## src/rtl/pad_voice_mixer.sv

```systemverilog
// Multi-voice sample player: scans each playing voice once per sample tick,
// reads one sample per voice from a shared RAM and emits a saturated mix.
module pad_voice_mixer #(
   parameter int NUM_PADS = 4,
   parameter int ADDR_W   = 15,
   parameter int SAMPLE_W = 16
) (
   input  logic                                  clock,
   input  logic                                  reset,
   input  logic                                  tick,
   input  logic [NUM_PADS-1:0]                   pad_trig,
   input  logic [NUM_PADS-1:0]                   seq_trig,
   input  logic [NUM_PADS-1:0]                   mute,
   input  logic [NUM_PADS*ADDR_W-1:0]            depth,
   output logic [$clog2(NUM_PADS)+ADDR_W-1:0]    mem_addr,
   output logic                                  mem_rden,
   input  logic signed [SAMPLE_W-1:0]            mem_q,
   output logic [NUM_PADS-1:0]                   playing,
   output logic signed [SAMPLE_W-1:0]            mix_out,
   output logic                                  mix_valid,
   output logic                                  busy,
   output logic                                  overrun
);

   localparam int VW    = $clog2(NUM_PADS);
   localparam int CNT_W = (VW > 0) ? VW : 1;
   localparam int MA_W  = VW + ADDR_W;
   localparam int ACC_W = SAMPLE_W + VW;

   typedef logic signed [ACC_W-1:0] acc_t;
   typedef enum logic [1:0] {IDLE, SCAN, DRAIN, FINISH} state_t;

   localparam acc_t SAT_MAX = acc_t'((1 << (SAMPLE_W-1)) - 1);
   localparam acc_t SAT_MIN = acc_t'(-(1 << (SAMPLE_W-1)));

   state_t               state;
   logic [CNT_W-1:0]     idx;
   logic [NUM_PADS-1:0]  pad_prev;
   logic [NUM_PADS-1:0]  pending;
   logic [NUM_PADS-1:0]  trig_now;
   logic [NUM_PADS-1:0]  trig_all;
   logic [ADDR_W-1:0]    addr      [NUM_PADS];
   logic [ADDR_W-1:0]    depth_lat [NUM_PADS];
   logic                 rd_pend;
   acc_t                 acc;
   acc_t                 acc_next;
   logic [SAMPLE_W-1:0]  sat_val;

   // NOTE: every variable assigned here gets a default first so no latch is inferred.
   always_comb begin
      trig_now = (pad_trig & ~pad_prev) | seq_trig;
      trig_all = pending | trig_now;
      acc_next = rd_pend ? acc + acc_t'(mem_q) : acc;
      sat_val  = acc_next[SAMPLE_W-1:0];
      if (acc_next > SAT_MAX)
         sat_val = SAT_MAX[SAMPLE_W-1:0];
      else if (acc_next < SAT_MIN)
         sat_val = SAT_MIN[SAMPLE_W-1:0];
   end

   // RAM request is decoded from the scan index so it tracks SCAN cycle k exactly.
   always_comb begin
      mem_addr = '0;
      mem_rden = 1'b0;
      if (state == SCAN) begin
         mem_rden = playing[idx];
         mem_addr = (MA_W'(idx) << ADDR_W) | MA_W'(addr[idx]);
      end
   end

   assign busy = (state != IDLE);

   // NOTE: sequential state uses non-blocking assignments only, so all reads see pre-edge values.
   always_ff @(posedge clock) begin
      if (reset) begin
         state     <= IDLE;
         idx       <= '0;
         pad_prev  <= '0;
         pending   <= '0;
         playing   <= '0;
         rd_pend   <= 1'b0;
         acc       <= '0;
         mix_out   <= '0;
         mix_valid <= 1'b0;
         overrun   <= 1'b0;
         // NOTE: the per-voice arrays are small flop banks, so resetting them is cheap and keeps state deterministic.
         for (int v = 0; v < NUM_PADS; v++) begin
            addr[v]      <= '0;
            depth_lat[v] <= '0;
         end
      end else begin
         pad_prev  <= pad_trig;
         pending   <= pending | trig_now;
         mix_valid <= 1'b0;
         if (tick && state != IDLE)
            overrun <= 1'b1;

         case (state)
            IDLE: begin
               if (tick) begin
                  state   <= SCAN;
                  idx     <= '0;
                  acc     <= '0;
                  rd_pend <= 1'b0;
                  pending <= '0;
                  // Zero-depth voices just drop their trigger.
                  for (int v = 0; v < NUM_PADS; v++) begin
                     if (trig_all[v] && depth[v*ADDR_W +: ADDR_W] != '0) begin
                        playing[v]   <= 1'b1;
                        addr[v]      <= '0;
                        depth_lat[v] <= depth[v*ADDR_W +: ADDR_W];
                     end
                  end
               end
            end
            SCAN: begin
               acc     <= acc_next;
               rd_pend <= playing[idx] & ~mute[idx];
               if (playing[idx]) begin
                  addr[idx] <= addr[idx] + ADDR_W'(1);
                  if (addr[idx] == depth_lat[idx] - ADDR_W'(1))
                     playing[idx] <= 1'b0;
               end
               if (idx == CNT_W'(NUM_PADS-1))
                  state <= DRAIN;
               else
                  idx <= idx + CNT_W'(1);
            end
            DRAIN: begin
               // Last voice's data lands now; fold it in and publish the mix.
               acc       <= acc_next;
               rd_pend   <= 1'b0;
               mix_out   <= sat_val;
               mix_valid <= 1'b1;
               state     <= FINISH;
            end
            default: begin
               state <= IDLE;
            end
         endcase
      end
   end

endmodule
```

## config.mk

```make
export PLATFORM = sky130hd
export DESIGN_NAME = pad_voice_mixer
export DESIGN_NICKNAME = d
export VERILOG_FILES = /design/src/rtl/pad_voice_mixer.sv
export SDC_FILE = /design/constraint.sdc
export NUM_CORES = 1
export LEC_CHECK = 0
export BUFFER_PORTS_ARGS = -buffer_cell sky130_fd_sc_hd__buf_2
export CORE_UTILIZATION = 38
export DETAILED_ROUTE_END_ITERATION = 8
export MAX_ROUTING_LAYER = met4
export PLACE_DENSITY_LB_ADDON = 0.1
export SLEW_MARGIN = 10
export SYNTH_ARGS = -nofsm -noshare
export SYNTH_HDL_FRONTEND = slang
export SYNTH_SLANG_ARGS = --single-unit
```

## constraint.sdc

```tcl
create_clock -name clock -period 8.4 [get_ports clock]
set_input_delay 0 -clock clock [delete_from_list [all_inputs] [get_ports clock]]
set_output_delay 0 -clock clock [all_outputs]
set_load 0.05 [all_outputs]
```

=== After elaboration in Yosys (flattened, before gate mapping) ===
Memories as Yosys holds them, arrays and structs flattened. A register that Yosys moved wholly into a read port is not among the register bits.
Cells that the tools add are included.
W data, S select, Z words.

* Memory bits (writable): 120
* Word-level logic and storage cells: 151
* Memories kept: 2
* Register bits: 53

{| class="wikitable"
|+ Memory list
! name !! words !! bits a word !! rd ports !! clocked after Yosys merged registers in !! wr ports !! RTL line !! RTL
|-
| addr || 4 || 15 || 1 || 1 || 4 || 42 || <nowiki>logic [ADDR_W-1:0] addr [NUM_PADS];</nowiki>
|-
| depth_lat || 4 || 15 || 1 || 1 || 4 || 43 || <nowiki>logic [ADDR_W-1:0] depth_lat [NUM_PADS];</nowiki>
|}

* Reduce and logical (&&, ||, !) cells: 25
* Order comparisons: 4
* Multiplexer cells: 73
* Bitwise logic cells: 17
* Add/subtract/negate cells: 4
* Equal/unequal tests: 13

{| class="wikitable"
|+ Operator list
! cell !! number
|-
| $mux W15 || 9
|-
| $reduce_bool A15 Y1 || 4
|-
| $mux W1 || 37
|-
| $mux W18 || 2
|-
| $pmux W18 S2 || 1
|-
| $mux W16 || 2
|-
| $mux W4 || 5
|-
| $reduce_and A5 Y1 || 4
|-
| $add A18 B16 Y18 || 1
|-
| $gt A18 B16 Y1 const B || 1
|-
| $lt A18 B16 Y1 const B || 1
|-
| $mux W2 || 9
|-
| $mux W17 || 1
|-
| $or A17 B15 Y17 || 1
|-
| $add A15 B1 Y15 const B || 1
|-
| $eq A15 B15 Y1 || 1
|-
| $reduce_or A15 Y1 || 1
|-
| $sub A15 B1 Y15 const B || 1
|-
| $ne A2 B2 Y1 const B || 6
|-
| $and A4 B4 Y4 || 2
|-
| $not A4 Y4 || 2
|-
| $or A1 B1 Y1 || 8
|-
| $or A4 B4 Y4 || 2
|-
| $pmux W4 S2 || 1
|-
| other kinds (20) || 33
|}

=== Depth between registers and ports, before layout ===
Gate-level depths: netlist (run 1).

* Word-level depth: 12
* Gate-level depth with buffers: 12
* Mapped depth without buffers: 11

=== Worst setup path after synthesis (run 1) ===
No wires, ideal clock.

* Path type: reg-to-reg
* Start point: reg state[0]
* End point: mem addr[1][0], enable pin
* Data arrival time: 2.411 ns
* Library setup time: 0.373 ns
* Cell stages (with the launch flop): 8
* Clock period less this slack: 2.785 ns
* Slack: 5.615 ns
* Cells stage by stage: dfxtp_1 -> inv_1 -> ha_1 -> clkbuf_1 -> nand2_1 -> clkbuf_1 -> o21bai_1 -> nand2b_1

{| class="wikitable"
|+ RTL lines
! item !! RTL line !! RTL
|-
| from (decl) || 36 || <nowiki>state_t state;</nowiki>
|-
| from (signal assigned) || 76 || <nowiki>state <= IDLE;</nowiki>
|-
| from (signal assigned) || 101 || <nowiki>state <= SCAN;</nowiki>
|-
| from (signal assigned) || 125 || <nowiki>state <= DRAIN;</nowiki>
|-
| to (decl) || 42 ||
|}

=== Worst setup path in the final report (run 1) ===
* Start point: reg acc[0]
* End point: reg mix_out[14]

* Word-level cells in the longest chain between the ends: 5

{| class="wikitable"
|+ Ends and longest elaborated chain
! item !! RTL line !! RTL
|-
| from (decl) || 45 || <nowiki>acc_t acc;</nowiki>
|-
| from (signal assigned) || 117 || <nowiki>acc <= acc_next;</nowiki>
|-
| from (signal assigned) || 131 || <nowiki>acc <= acc_next;</nowiki>
|-
| $add A18 B16 Y18 || 53 || <nowiki>acc_next = rd_pend ? acc + acc_t'(mem_q) : acc;</nowiki>
|-
| $mux W18 * || 53 ||
|-
| $lt A18 B16 Y1 || 57 || <nowiki>else if (acc_next < SAT_MIN)</nowiki>
|-
| $mux W16 || 57 ||
|-
| $mux W16 * || 55 || <nowiki>if (acc_next > SAT_MAX)</nowiki>
|-
| to (signal assigned) || 133 || <nowiki>mix_out <= sat_val;</nowiki>
|-
| to (decl) || 19 || <nowiki>output logic signed [SAMPLE_W-1:0] mix_out,</nowiki>
|}

Every way passes the cells marked *; elsewhere a longest branch is shown, timed or not.
A chain may end at the register's enable or synchronous reset.

==> metrics, run 1 <==
clk buf depth 2; RSZ-0062 raised after global routing no; Worst setup SP type flop; max-capacitance violation count 0; top_reg_cell synth edfxtp_1; sequential fraction of the synthesis area 48.5%; CP Capture Type flop; WP data arrival 3.80 ns; Starting Density 38.6%; input/output buffers 131; GR Layer Usage met3 3.47%; antenna-violating nets left 0; routed vias 7,519; Reg2Reg Capture Point mix_out[14]$_SDFFE_PP0P_; Area Overhead vs Synth 23.1%; Global Route met1 Usage 30.2%; Hold Path Sink rd_pend$_SDFFE_PP0P_; die width 162 um; worst r2r src acc[0]$_SDFFE_PP0P_; power per cell area 270 nW/um2; Netlist cell types 77; pin count of the biggest net entering global routing 62; min Tclk post-route 3.46 ns; Worst Hold Launch mute[3]; Post-synth ARST share 0%; Post-synth EDFFs 120; Req. time, crit path 8.74 ns; Avg WL per Cell 19.0 um; top cells by area, synth edfxtp_1 (37%), dfxtp_1 (11%), mux4_2 (7.4%), and2_1 (5.4%), nor2_1 (4.5%); Post-Synthesis Cell Area 9690 um2; worst skew pair latency 0.43 ns; final worst slack 4.94 ns; share of layout cells above drive strength 1 22.3%; hold path depth 5; Nets 1,190; Die Y 162 um; post-route clock period utilization 41.2%; FF-to-FF path depth 11; final setup fails 0; Critical Path Fanout Max 15; Num Clock Sinks 175; Congestion Overflow GR 0; gr usage total 21.4%; YS warnings 0; worst reg-to-reg setup slack 4.94 ns; Die ar. 26,200 um2; FP Rows 58; routing usage on met2 32.5%; CTS tree yes; diode count 0; clock-pin slew on the worst setup and hold paths 0.07 ns; worst setup path class reg -> reg; Worst Clk Skew 0.0131 ns; DRC 0; Iter 0 DRT Violations 560; Post-Syn Nets 999; Via density 5.31; TNS Setup 0 ns; Root Buffer Master clkbuf_16; Fin. Hold Viols 0; Inserted Clock Buffers 17; H-Tree Depth 4; Peak Freq 289 MHz; Detailed Place HPWL 18.6 mm; pre-CTS setup slack 4.93 ns; wirelength, routed 26.8 mm; Post CTS Setup Buffer Count 0; first-pass GRT wire length 41.3 mm; status finished clean; Max-slew headroom 22.4%; post-synthesis average cell area 11.0 um2; Syn Inst Count 881; Yosys top cell by area edfxtp_1; antenna violations before repair 0; FF+latch count, synth 175; top-area cell type share of the netlist area 37.2%; gp weighted congestion 0.834; number of global-route vias before repair 7,303; Worst-Margin Slew 1.16 ns; Leakage 4.71 nW; Max VDD drop 213 uV; CORE AREA 25,100 um2; Final Slew Violations 0; DRT Pass-1 Iters 5; worst min path class in -> reg; top-level I/O count 132; busiest grt layer met2
stage by stage:
| stage | power, mW | utilization (%) | area (um2) | std cells | hold slack, ns |
|---|---|---|---|---|---|
| 2_1_floorplan | 2.09 | - | 9690 | 881 | 0.128 |
| 3_3_place_gp | 2.42 | 42.4 | 10700 | 1313 | 0.233 |
| 3_5_place_dp | 2.42 | 42.4 | 10700 | 1313 | 0.235 |
| 4_1_cts | 3.23 | 47.5 | 11900 | 1415 | 0.158 |
| 5_1_grt | 3.38 | 47.5 | 11900 | 1415 | 0.209 |
| 6_report | 3.22 | 47.5 | 11900 | 1415 | 0.192 |
layout by cell type, fill, tap and decap left out, types with 4 or more instances in the layout:
cell             n
nand3_1          9
and4_1           4
or3_1            4
o31ai_1         13
nor4_1          13
a21oi_1         36
o21ai_0         14
a211oi_2        11
o2111ai_1        5
nor3_1          25
a31oi_1          4
ha_1            26
nand2_1         36
xor2_1          22
clkbuf_16       17
o21ai_1          8
dfxtp_1         54
a41o_1           4
inv_1           26
nor2_1         116
a21o_1          14
o21bai_1         5
edfxtp_1       120
a211oi_1        15
o21a_1          10
buf_4           15
mux4_2          32
nand2b_1        13
xnor2_1         14
nand4_1          4
dlygate4sd3_1   70
inv_6            6
mux2_2           5
nor2b_1         14
and3_1          10
buf_2          131
a22oi_1         12
and2_1          83
worst max-delay path by stage:
stage	from	depth (start not counted)	endpoint
3_3_place_gp	acc[0]$_SDFFE_PP0P_	11	mix_out[14]$_SDFFE_PP0P_
2_1_floorplan	state[0]$_SDFFE_PP0P_	7	addr[1][0]$_SDFFCE_PN0P_
4_1_cts	acc[0]$_SDFFE_PP0P_	11	mix_out[14]$_SDFFE_PP0P_
6_report	acc[0]$_SDFFE_PP0P_	11	mix_out[14]$_SDFFE_PP0P_
3_5_place_dp	acc[0]$_SDFFE_PP0P_	11	mix_out[14]$_SDFFE_PP0P_
5_1_grt	acc[0]$_SDFFE_PP0P_	11	mix_out[9]$_SDFFE_PP0P_
synth_stat cells (15+ instances only):
cell type / n
mux4_2: 32
a211oi_1: 15
nor3_1: 25
dfxtp_1: 55
and2_1: 83
inv_1: 26
nor2_1: 116
edfxtp_1: 120
xor2_1: 22
nand2_1: 36
a21oi_1: 36
ha_1: 26
clkbuf_1: 30
metal layers:
metal	vias up	share of wire (%)
li1	3654	-
met1	3625	47
met2	218	47
met3	22	4.8
met4	0	1.2
met5	-	0
flip-flops by register name, summed over array words and instances, names as in the netlist, named ones only:
register	flops
acc	18
addr	60
depth_lat	60
idx	2
mix_out	16
mix_valid	1
overrun	1
pad_prev	4
pending	4
playing	4
rd_pend	1
state	2
what timing repair did:
item                      4_1_cts  5_1_grt
hold endpoints to repair       70        0
hold buffers                   70        0
resized for setup               0        0
layout make-up:
cell class | count | area, um2
fillers | 2358 | 13200
clock inverters | 15 | 150
multi-input cells | 635 | 4670
flip-flops and latches | 175 | 4710
inverters | 27 | 101
clock buffers | 17 | 425
repair buffers | 216 | 1470
well taps | 330 | 413
report_power, final:
| group | total, mW | switching [mW] | internal (mW) |
|---|---|---|---|
| Sequential | 1.19 | 0.0755 | 1.12 |
| Combinational | 1.24 | 0.826 | 0.411 |
| Clock | 0.788 | 0.369 | 0.419 |
| Total | 3.22 | 1.27 | 1.94 |
critical path, cell delays in order (launching register included):
cell      delay, ns
dfxtp_1        0.35
ha_1           0.19
inv_1          0.06
fa_1           0.39
nor2b_1        0.16
o31a_1         0.22
o221a_4        0.25
o21a_1         0.17
o211ai_1       0.15
a21oi_1        0.92
o32ai_1        0.25
a211oi_2       0.26
logic make-up (layout without fill, tap and decap cells):
family                     Yosys count  in the layout  synth area share (%)
and+or+nand+nor                    347            347                  18.7
buffers and inverters               71            275                  3.33
muxes                               41             41                  8.47
adders and majority gates           27             27                  3.56
xor gates and xnor gates            37             37                  3.42
AOI/OAI and AO/OA                  183            183                  14.0
DFF                                175            175                  48.5
Note: power is estimated with default switching activity, not from simulation.
==> inputs of run 2 (changes only) <==
==> constraint.sdc (replaced) <==
create_clock -name clock -period 3.35 [get_ports clock]
set_input_delay 0 -clock clock [delete_from_list [all_inputs] [get_ports clock]]
set_output_delay 0 -clock clock [all_outputs]
set_load 0.05 [all_outputs]
==> metrics, run 2 (synthesized netlist as in run 1, its figures left out) <==
status finished clean (unchanged); Inserted Clock Buffers 17 (unchanged); worst setup path class reg -> reg (unchanged); gr usage total 21.8% (was 21.4%); gp weighted congestion 0.839 (was 0.834); CP max stage delay 0.63 ns (was 0.92 ns); Fill cells 2,329 (was 2,358); routed vias 7,516 (was 7,519); share of layout cells above drive strength 1 23.6% (was 22.3%); worst hold slack 0.0139 ns (was 0.192 ns); Critical path buffers and inverters 1 (unchanged); antenna-violating nets left 0 (unchanged); Die Y 162 um (unchanged); WP data arrival 3.45 ns (was 3.80 ns); Cells after DPL 1,333 (was 1,313); Root Buffer Master clkbuf_16 (unchanged); pin count of the biggest net entering global routing 42 (was 62); area occupied by registers 4710 um2 (unchanged); TNS Setup 0 ns (unchanged); Req. time, crit path 3.67 ns (was 8.74 ns); diode count 0 (unchanged); first-pass GRT wire length 41.7 mm (was 41.3 mm); wirelength, routed 27.2 mm (was 26.8 mm); Placed Area 10,800 um2 (was 10,700 um2); Leakage 4.82 nW (was 4.71 nW); Util after Layout 48.2% (was 47.5%); Congestion Overflow GR 0 (unchanged); power per cell area 683 nW/um2 (was 270 nW/um2); worst min path class in -> reg (unchanged); post-route clock period utilization 93.4% (was 41.2%); input/output buffers 131 (unchanged); Power, Total 8.27 mW (was 3.22 mW); Peak Freq 320 MHz (was 289 MHz); cell area after layout 12,100 um2 (was 11,900 um2); Starting Density 38.6% (unchanged); DRC 0 (unchanged); Multi-input gate area 4670 um2 (about the same); Avg WL per Cell 19.0 um (about the same); top-level I/O count 132 (unchanged); Fin. Hold Viols 0 (unchanged); Worst Clk Skew 0.0170 ns (was 0.0131 ns); final worst slack 0.222 ns (was 4.94 ns); Worst-Margin Slew 0.750 ns (was 1.16 ns); final setup fails 0 (unchanged); Worst path slowest cell mux4_2 (was a21oi_1); Worst setup SP type flop (unchanged); antenna violations before repair 0 (unchanged); most frequent cells in the layout buf_2 (131), edfxtp_1 (120), nor2_1 (116) (unchanged); CP Capture Type flop (unchanged); Final Slew Violations 0 (unchanged); clock-pin slew on the worst setup and hold paths 0.07 ns (about the same); number of global-route vias before repair 7,257 (was 7,303); final cell count without fillers 1,434 (was 1,415); Num Clock Sinks 175 (unchanged); H-Tree Depth 4 (unchanged); DRT Pass-1 Iters 5 (unchanged); Regs by FF count addr (60), depth_lat (60), acc (18) (unchanged); Via density 5.24 (was 5.31); CTS tree yes (unchanged); most common cell after layout, fill and taps aside buf_2 (unchanged); Detailed Place HPWL 19.2 mm (was 18.6 mm); crit-path cells mux4_2, inv_1, ha_1, nor2b_2, nand4_1, xnor2_1, nor4_2, o2111ai_2, a21oi_1, o21ai_1 (was ha_1, inv_1, fa_1, nor2b_1, o31a_1, o221a_4, o21a_1, o211ai_1, a21oi_1, o32ai_1, a211oi_2); CORE AREA 25,100 um2 (unchanged); FP Rows 58 (unchanged); pre-CTS setup slack -0.0760 ns (was 4.93 ns); Area Overhead vs Synth 24.9% (was 23.1%); RSZ-0062 raised after global routing no (unchanged); Nets 1,209 (was 1,190); clk buf depth 2 (unchanged); Die ar. 26,200 um2 (unchanged); Max VDD drop 560 uV (was 213 uV); Max-slew headroom 49.6% (was 22.4%); min Tclk post-route 3.13 ns (was 3.46 ns); Critical Path Fanout Max 8 (was 15); max-capacitance violation count 0 (unchanged); Iter 0 DRT Violations 537 (was 560); die width 162 um (unchanged); family with the most delay on the worst path simple AND/OR/NAND/NOR gates (was compound AO/OA/AOI/OAI gates); worst skew pair latency 0.44 ns (was 0.43 ns)
run 2: cell types whose count changed in the layout (fill, tap and decap cells not counted), sizes merged:
| cell | delta |
|---|---|
| clkinv | +2 |
| bufinv | +2 |
| inv | -3 |
| clkinvlp | -2 |
| dlygate4sd3 | -1 |
| clkbuf | +1 |
| buf | +20 |
run 2: timing repair:
action / CTS / global route
buffers inserted: 0 / 0
hold endpoints to repair: 69 / 0
hold buffers: 69 / 0
resized for setup: 1 / 1
endpoints found under the setup margin: 15 / 15
run 2: worst paths after layout:
path                                                end  slack, ns  depth (start not counted)                  from
worst min register to register     overrun$_SDFFE_PP0P_       0.47                          2  overrun$_SDFFE_PP0P_
worst max register to register  playing[3]$_SDFFE_PP0P_       0.22                         10                  flop
worst max-delay path            playing[3]$_SDFFE_PP0P_       0.22                         10                  flop
worst min-delay path                acc[0]$_SDFFE_PP0P_       0.01                          2                 reset
run 2: layer usage:
layer  vias up  part of all wire, %  track usage, %
li1       3692                    -               -
met1      3586                   48            30.9
met2       215                   45            32.9
met3        23                  4.8            3.04
met4         0                  1.4            5.57
met5         -                    0               -
run 2: layout make-up:
type / instances / share of cell area [%]
Tap cell: 330 / 3.41
Clock inverter: 14 / 1.47
Inverter: 27 / 0.837
Timing Repair Buffer: 235 / 13.3
Multi-Input combinational cell: 635 / 38.6
Sequential cell: 175 / 38.9
Clock buffer: 18 / 3.54
run 2: power breakdown:
part	total [mW]	internal, mW	switching, mW
logic	3.19	1.10	2.09
registers	2.98	2.79	0.186
clock network	2.10	1.19	0.911
total	8.27	5.08	3.19
==> inputs of run 3 (changes only) <==
--- a/config.mk
+++ b/config.mk
@@ -6,6 +6,7 @@
 export NUM_CORES = 1
 export LEC_CHECK = 0
 export BUFFER_PORTS_ARGS = -buffer_cell sky130_fd_sc_hd__buf_2
+export CORE_ASPECT_RATIO = 0.75
 export CORE_UTILIZATION = 38
 export DETAILED_ROUTE_END_ITERATION = 8
 export MAX_ROUTING_LAYER = met4
==> metrics, run 3 (synthesized netlist as in run 1, its figures left out) <==
status finished clean (unchanged); top-level I/O count 132 (unchanged); share of layout cells above drive strength 1 23.7% (was 23.6%); antenna violations before repair 0 (unchanged); Iter 0 DRT Violations 426 (was 537); worst skew pair latency 0.44 ns (about the same); routed vias 7,634 (was 7,516); DRT Pass-1 Iters 5 (unchanged); FF-to-FF path depth 12 (was 10); clk buf depth 2 (unchanged); Starting Density 38.7% (was 38.6%); WP data arrival 3.43 ns (was 3.45 ns); Worst Clk Skew 0.00824 ns (was 0.0170 ns); Die ar. 26,200 um2 (about the same); Root Buffer Master clkbuf_16 (unchanged); clock-pin slew on the worst setup and hold paths 0.07 ns (about the same); cells resized by post-CTS repair 0 (was 1); Max-slew headroom 46.6% (was 49.6%); pin count of the biggest net entering global routing 34 (was 42); CP Capture Type flop (unchanged); Fin. Hold Viols 0 (unchanged); first-pass GRT wire length 42.9 mm (was 41.7 mm); Area Overhead vs Synth 25.2% (was 24.9%); input/output buffers 131 (unchanged); FP Rows 50 (was 58); worst reg-to-reg setup slack 0.27 ns (was 0.22 ns); power per cell area 676 nW/um2 (was 683 nW/um2); Num Clock Sinks 175 (unchanged); die width 186 um (was 162 um); Worst-Margin Slew 0.799 ns (was 0.750 ns); Critical Path Fanout Max 15 (was 8); Nets 1,214 (was 1,209); gp weighted congestion 0.854 (was 0.839); hold path depth 2 (unchanged); RSZ-0062 raised after global routing no (unchanged); worst setup path class reg -> reg (unchanged); Inserted Clock Buffers 17 (unchanged); CTS tree yes (unchanged); CORE AREA 25,000 um2 (was 25,100 um2); Reg2Reg Capture Point mix_out[12]$_SDFFE_PP0P_ (was playing[3]$_SDFFE_PP0P_); Avg WL per Cell 19.2 um (was 19.0 um); DRC 0 (unchanged); Final Slew Violations 0 (unchanged); H-Tree Depth 4 (unchanged); min Tclk post-route 3.08 ns (was 3.13 ns); Worst Hold Launch reset (unchanged); Peak Freq 325 MHz (was 320 MHz); Via density 5.28 (was 5.24); worst r2r src acc[0]$_SDFFE_PP0P_; most frequent cells in the layout buf_2 (131), edfxtp_1 (120), nor2_1 (116) (unchanged); Hold Path Sink acc[11]$_SDFFE_PP0P_ (was acc[0]$_SDFFE_PP0P_); most common cell after layout, fill and taps aside buf_2 (unchanged); TNS Setup 0 ns (unchanged); worst hold slack 0.0456 ns (was 0.0139 ns); Detailed Place HPWL 19.8 mm (was 19.2 mm); Leakage 4.82 nW (about the same); wirelength, routed 27.7 mm (was 27.2 mm); Req. time, crit path 3.70 ns (was 3.67 ns); Regs by FF count addr (60), depth_lat (60), acc (18) (unchanged); number of global-route vias before repair 7,476 (was 7,257); final setup fails 0 (unchanged); diode count 0 (unchanged); Worst setup SP type flop (unchanged); worst min path class in -> reg (unchanged); Die Y 140 um (was 162 um); post-route clock period utilization 91.8% (was 93.4%); max-capacitance violation count 0 (unchanged); Congestion Overflow GR 0 (unchanged); antenna-violating nets left 0 (unchanged); Max VDD drop 457 uV (was 560 uV); gr usage total 22.3% (was 21.8%)
-- run 3: area by class of cell --
cell class	count	area, um2
clock buffer	18	429
inverter	27	101
multi-input combinational	635	4670
sequential	175	4710
clock inverter	13	139
fill	2338	12900
timing repair buffer	240	1670
tap	338	423
-- run 3: where the power goes --
part           switching [mW]  internal, mW
Combinational            2.13          1.12
Clock                   0.886          1.10
Sequential              0.180          2.79
-- run 3: per-layer routing --
| layer | vias up | wire [um] | GRT usage [%] |
|---|---|---|---|
| li1 | 3697 | - | - |
| met1 | 3680 | 14100 | 32.5 |
| met2 | 223 | 11600 | 30.6 |
| met3 | 34 | 1430 | 4.38 |
| met4 | 0 | 547 | 6.96 |
| met5 | - | 0 | - |
-- run 3: worst max-delay path by stage --
stage                          startpoint                  endpoint  slack [ns]  cells past startpoint
floorplan           state[0]$_SDFFE_PP0P_  addr[1][0]$_SDFFCE_PN0P_        0.57                      7
global placement      acc[0]$_SDFFE_PP0P_  mix_out[12]$_SDFFE_PP0P_        0.39                     12
detailed placement    acc[0]$_SDFFE_PP0P_  mix_out[11]$_SDFFE_PP0P_        0.31                     12
CTS                   acc[0]$_SDFFE_PP0P_  mix_out[12]$_SDFFE_PP0P_        0.28                     12
global route          acc[0]$_SDFFE_PP0P_  mix_out[10]$_SDFFE_PP0P_        0.01                     12
finish                acc[0]$_SDFFE_PP0P_  mix_out[12]$_SDFFE_PP0P_        0.27                     12
-- run 3: through the flow --
stage / power, mW / cell area (um2) / std cells / setup WS, ns / util (%)
CTS: 8.26 / 12100 / 1446 / 0.282 / 48.5
floorplan: 5.25 / 9690 / 881 / 0.565 / -
global route: 8.63 / 12100 / 1446 / 0.0131 / 48.5
finish: 8.21 / 12100 / 1446 / 0.273 / 48.5
detailed placement: 6.21 / 10900 / 1345 / 0.310 / 43.4
global placement: 6.21 / 10900 / 1345 / 0.389 / 43.4
-- run 3: critical path, cell delays in order (launching register included) --
cell      delay, ns
dfxtp_1        0.35
ha_1           0.19
inv_1          0.06
fa_1           0.40
nor2b_1        0.16
o31a_1         0.23
o221a_4        0.26
o21a_1         0.17
o211ai_1       0.14
o211a_1        0.23
a221o_1        0.34
buf_4          0.22
a211oi_1       0.23
-- run 3: repair_timing --
item | in CTS | in global routing
hold endpoints to repair | 70 | 0
setup buffers | 0 | 0
hold buffers | 70 | 0
